--- src/rtl/present_ct_tx.sv ---
// present_ct_tx
//    Ciphertext output stage for the iterative PRESENT-80 core. Captures each
//    64-bit ciphertext block, holds up to DEPTH blocks in a circular buffer,
//    and serialises them MSB-first as bytes over a valid/ready stream.
//    Blocks that arrive while the buffer is full are dropped, and the sticky
//    ovf flag is set.
//
//    Optional feature macro: PRESENT_TX_CSUM_EN
//       defined   : each frame carries a 9th byte, the XOR of the 8 block bytes
//       undefined : 8-byte frames, no checksum logic
//
//    Parameters
//       DEPTH     number of 64-bit block slots (2 or 4)
//    Ports
//       clk       rising-edge clock, shared with the cipher core
//       rst       synchronous active-high reset
//       ct_data   ciphertext block, bit 0 is the MSB
//       ct_valid  single-cycle strobe qualifying ct_data
//       tx_data   current output byte
//       tx_valid  tx_data is valid
//       tx_ready  downstream accepts the byte when tx_valid is also high
//       tx_last   current byte ends its frame
//       ovf       sticky: a block was dropped
//       level     occupied slots, 0..DEPTH
//
//    state | meaning
//    IDLE  | buffer empty, no byte offered
//    SEND  | head block being serialised, tx_valid high
module present_ct_tx #(
   parameter int DEPTH = 2
) (
   input  logic        clk,
   input  logic        rst,
   input  logic [0:63] ct_data,
   input  logic        ct_valid,
   output logic [7:0]  tx_data,
   output logic        tx_valid,
   input  logic        tx_ready,
   output logic        tx_last,
   output logic        ovf,
   output logic [2:0]  level
);

   localparam int PW = $clog2(DEPTH);
   localparam logic [2:0] LVL_FULL = 3'(DEPTH);

`ifdef PRESENT_TX_CSUM_EN
   localparam int BW = 4;
   localparam logic [BW-1:0] BI_LAST = 4'd8;
`else
   localparam int BW = 3;
   localparam logic [BW-1:0] BI_LAST = 3'd7;
`endif

   typedef enum logic {IDLE, SEND} state_t;

   state_t          state_q, state_d;
   logic [0:63]     mem [DEPTH];
   logic [PW-1:0]   wp, rp;
   logic [BW-1:0]   bi;
   logic [2:0]      level_d;
   logic [0:63]     head;
   logic [7:0]      head_byte;
   logic            push, pop, drop, full;

   assign head = mem[rp];
   assign full = (level == LVL_FULL);

   // Byte select within the head block; index 0 picks ct_data[0:7].
   assign head_byte = head[{bi[2:0], 3'b000} +: 8];

`ifdef PRESENT_TX_CSUM_EN
   logic [7:0] csum;

   always_comb begin
      csum = 8'h00;
      for (int k = 0; k < 8; k++) begin
         csum = csum ^ head[8*k +: 8];
      end
   end
`endif

   // Outputs come only from registered state (state_q, rp, bi, storage).
   always_comb begin
      tx_valid = 1'b0;
      tx_last  = 1'b0;
      tx_data  = 8'h00;
      if (state_q == SEND) begin
         tx_valid = 1'b1;
         tx_last  = (bi == BI_LAST);
`ifdef PRESENT_TX_CSUM_EN
         tx_data  = (bi == BI_LAST) ? csum : head_byte;
`else
         tx_data  = head_byte;
`endif
      end
   end

   // A pop frees the head slot in the same cycle, so a full buffer can still
   // take a block while its head frame completes.
   assign pop  = tx_valid & tx_ready & tx_last;
   assign push = ct_valid & (~full | pop);
   assign drop = ct_valid & full & ~pop;

   always_comb begin
      level_d = level;
      case ({push, pop})
         2'b10:   level_d = level + 3'd1;
         2'b01:   level_d = level - 3'd1;
         default: level_d = level;
      endcase
      state_d = (level_d != 3'd0) ? SEND : IDLE;
   end

   always_ff @(posedge clk) begin
      if (rst) begin
         state_q <= IDLE;
         wp      <= '0;
         rp      <= '0;
         bi      <= '0;
         level   <= 3'd0;
         ovf     <= 1'b0;
      end else begin
         state_q <= state_d;
         level   <= level_d;
         if (push) wp <= wp + 1'b1;
         if (pop) begin
            rp <= rp + 1'b1;
            bi <= '0;
         end else if (tx_valid & tx_ready) begin
            bi <= bi + 1'b1;
         end
         if (drop) ovf <= 1'b1;
      end
   end

   // Block storage is not reset; level and pointers define what is valid.
   always_ff @(posedge clk) begin
      if (!rst && push) mem[wp] <= ct_data;
   end

endmodule

--- config.mk ---
export PLATFORM = sky130hd
export DESIGN_NAME = present_ct_tx
export DESIGN_NICKNAME = d
export VERILOG_FILES = /design/src/rtl/present_ct_tx.sv
export SDC_FILE = /design/constraint.sdc
export NUM_CORES = 1
export LEC_CHECK = 0
export CORE_MARGIN = 5
export CORE_UTILIZATION = 58
export CTS_CLUSTER_DIAMETER = 40
export CTS_CLUSTER_SIZE = 16
export DETAILED_ROUTE_END_ITERATION = 12
export PLACE_DENSITY = 0.87
export SLEW_MARGIN = 20
export SYNTH_ARGS = -nofsm -noshare
export SYNTH_HDL_FRONTEND = slang
export SYNTH_SLANG_ARGS = --single-unit
--- constraint.sdc ---
create_clock -name clk -period 15.4 [get_ports clk]
set_input_delay 3.08 -clock clk [delete_from_list [all_inputs] [get_ports clk]]
set_output_delay 3.08 -clock clk [all_outputs]
set_load 0.1 [all_outputs]
==> flow_summary.toml <==
[outcome]
status = "finished clean"

[critical_path]
cpMaxStageDelayCell = "clkdlybuf4s50_1"
crit_arrival_ns = 3.50
end_kind = "output port"
max_stage_delay_ns = 0.97
path_buf_inv = 3
crit_required_ns = 12.32
rrSetupSlack_ns = 12.43
critical_path_depth = 6
critical_path_class = "reg -> out"
crit_path_end = "tx_data[0]"
r2r_end = "mem[1][27]$_DFFE_PP_"
worst-r2r-cell-count = 7
rr_startpoint = "bi[1]$_SDFFE_PP0P_"
path_max_fanout = 44
crit_family = "buffers and inverters"
worstPathCellList = "buf_4 > mux4_2 > clkinv_1 > o32ai_1 > a221o_1 > clkdlybuf4s50_1"
start_kind = "flop"

[logic_synthesis]
netlist_instances = 280
async_reset_ff_share_pct = 0
synth_edf_count = 128
synth.distinct_cells = 43
yosysTopAreaCell = "edfxtp_1"
yosys_register_bits = 139
netlist_area_mm2 = 0.00550
avgSynthCellArea_um2 = 19.6
ys.flop_type = "edfxtp_1"
ys_top_cells_by_count = "edfxtp_1 (128), mux4_2 (28), dfxtp_1 (11), nor2_1 (11)"
seq_area_frac_synth_pct = 74.0
synth_top_area_share_pct = 69.9
yosysMostFrequentCell = "edfxtp_1"
yosys-top-cells-area = "edfxtp_1 (70%), mux4_2 (11%), dfxtp_1 (4.0%)"
yosysWarnings = 0
syn_nets = 351

[drt]
post_drt_wl_per_cell_um = 20.9
drtPass1Iterations = 4
via_per_inst = 5.78
drt_wl_total_um = 10700
drc = 0
drtIter0Drc = 280
postRouteAntennaNets = 0
vias = 2964

[global_route]
grt_pass1_vias = 3178
grt_overflow_total = 0
antenna_found_initial = 0
grt_max_degree = 65
grt_pass1_wl_um = 16700
globalRouteTotalUtil_pct = 20.0

[place]
place_congestion = 0.769
preCtsSetupSlack_ns = 9.34
place_inst = 481
detailed_place_hpwl_um = 6580
port_buffers = 81

[clock_tree]
cts_made_buffers = 17
hold_buffers = 0
cts.path.max_buffers = 2
insertion_delay_ns = 0.51
cts-resized-gates = 0
h-tree-depth = 4
cts_tree = "built"
post_cts_buffers = 0
clkTransAtPathRegs_ns = 0.06
cts.root.buffer_cell = "clkbuf_8"
cts.sink_count = 139

[die]
die_h_um = 107
die_w_um = 107
coreArea_mm2 = 0.00924
rows = 35
initial_utilization_pct = 59.5
ios = 82
fp.dieArea_mm2 = 0.0115

[final_layout]
seqCellArea_mm2 = 0.00407
instances_no_fill = 513
antenna_cells = 0
nets = 442
multi_input_area_mm2 = 0.00132
area_delta_synth_final_pct = 27.6
num-fill-cells = 518
layout-drive-gt1-share_pct = 18.2

[min_path]
hold_path_startpoint = "ovf$_SDFFE_PP0P_"
hp-class = "reg -> reg"

[sta]
whs_ns = 0.477
rsz0062_at_grt = "false"
max_freq_mhz = 152
worst_slew_pin_slew_ns = 0.986
period_share_pct = 42.7
final_max_slew_viol_count = 0
finalSetupViolations = 0
slew_headroom_pct = 34.1
fin_worst_skew_ns = 0.00728
worst_slack_ns = 8.82
post-route-min-period_ns = 6.58
hold_viol = 0
fin_tns_setup_ns = 0

[pwr]
peakVddDrop_mv = 0.0810
powerDensity_mw_per_mm2 = 132
finalPower_uw = 928
p_leak_uw = 0.00226

[run]
max-cap-violations = 0
worst min-delay path by stage:
stage | end | slack (ns) | cells past startpoint
final | ovf$_SDFFE_PP0P_ | 0.48 | 2
after global routing | ovf$_SDFFE_PP0P_ | 0.51 | 2
after CTS | ovf$_SDFFE_PP0P_ | 0.49 | 2
after detailed placement | ovf$_SDFFE_PP0P_ | 0.47 | 2
after global placement | ovf$_SDFFE_PP0P_ | 0.45 | 2
after floorplan | flop | 0.48 | 2
area by class of cell:
class                      instances  area share [%]
clock inverter                    13            2.50
sequential                       139            58.0
inverter                           5           0.268
timing repair buffer              86            12.1
multi-input combinational        122            18.9
tap                              129            2.30
clock buffer                      19            6.01
placed cells by master (no fill, tap or decap), drive strengths merged, types with 5 or more instances in the layout:
cell,instances
buf,5
dfxtp,11
clkinv,9
nand3,5
o22ai,5
mux2i,9
nor2,11
clkbuf,19
nor2b,9
edfxtp,128
clkdlybuf4s50,81
mux4,28
a211oi,8
stage by stage:
stage	utilization [%]	instance area, um^2
4_1_cts	75.9	7010
2_1_floorplan	-	5500
3_3_place_gp	69.4	6420
5_1_grt	75.9	7010
3_5_place_dp	69.4	6420
6_report	75.9	7010
worst register-to-register path, cell delays in order (launching register included):
cell	delay (ns)
dfxtp_1	0.32
buf_4	0.38
ha_1	0.23
ha_1	0.28
and3_1	0.25
o21ai_0	0.21
nor3b_2	0.20
buf_4	0.67
sequential cells by signal, indices dropped and copies added (netlist names), named ones only:
name	cells
level	3
ovf	1
bi	3
wp	1
state_q	1
rp	1
mem	128
power by group:
| part | leakage, uW | switching, uW | internal (uW) |
|---|---|---|---|
| Combinational | 0.000710 | 50.7 | 34.3 |
| Sequential | 0.00126 | 6.00 | 432 |
| Clock | 0.000287 | 144 | 261 |
| Total | 0.00226 | 201 | 727 |
metal layers:
layer	wire length, um	part of all wire [%]	track usage (%)	up-vias
met5	0	0	0	-
li1	-	-	-	1340
met2	5720	53	33.3	141
met1	3850	36	24.9	1461
met4	254	2.4	9.20	0
met3	914	8.5	5.04	22
logic make-up (layout without fill, tap and decap cells):
family                     count (synthesis)  in the layout  share of synthesized area, %
adders and majority gates                  3              3                         0.820
muxes                                     38             38                          13.3
DFF                                      139            139                          74.0
buffers and inverters                     19            123                          2.16
and+or+nand+nor                           47             47                          4.83
AOI/OAI and AO/OA                         31             31                          4.44
xor gates and xnor gates                   3              3                         0.478
(Power assumes the default switching activity.)
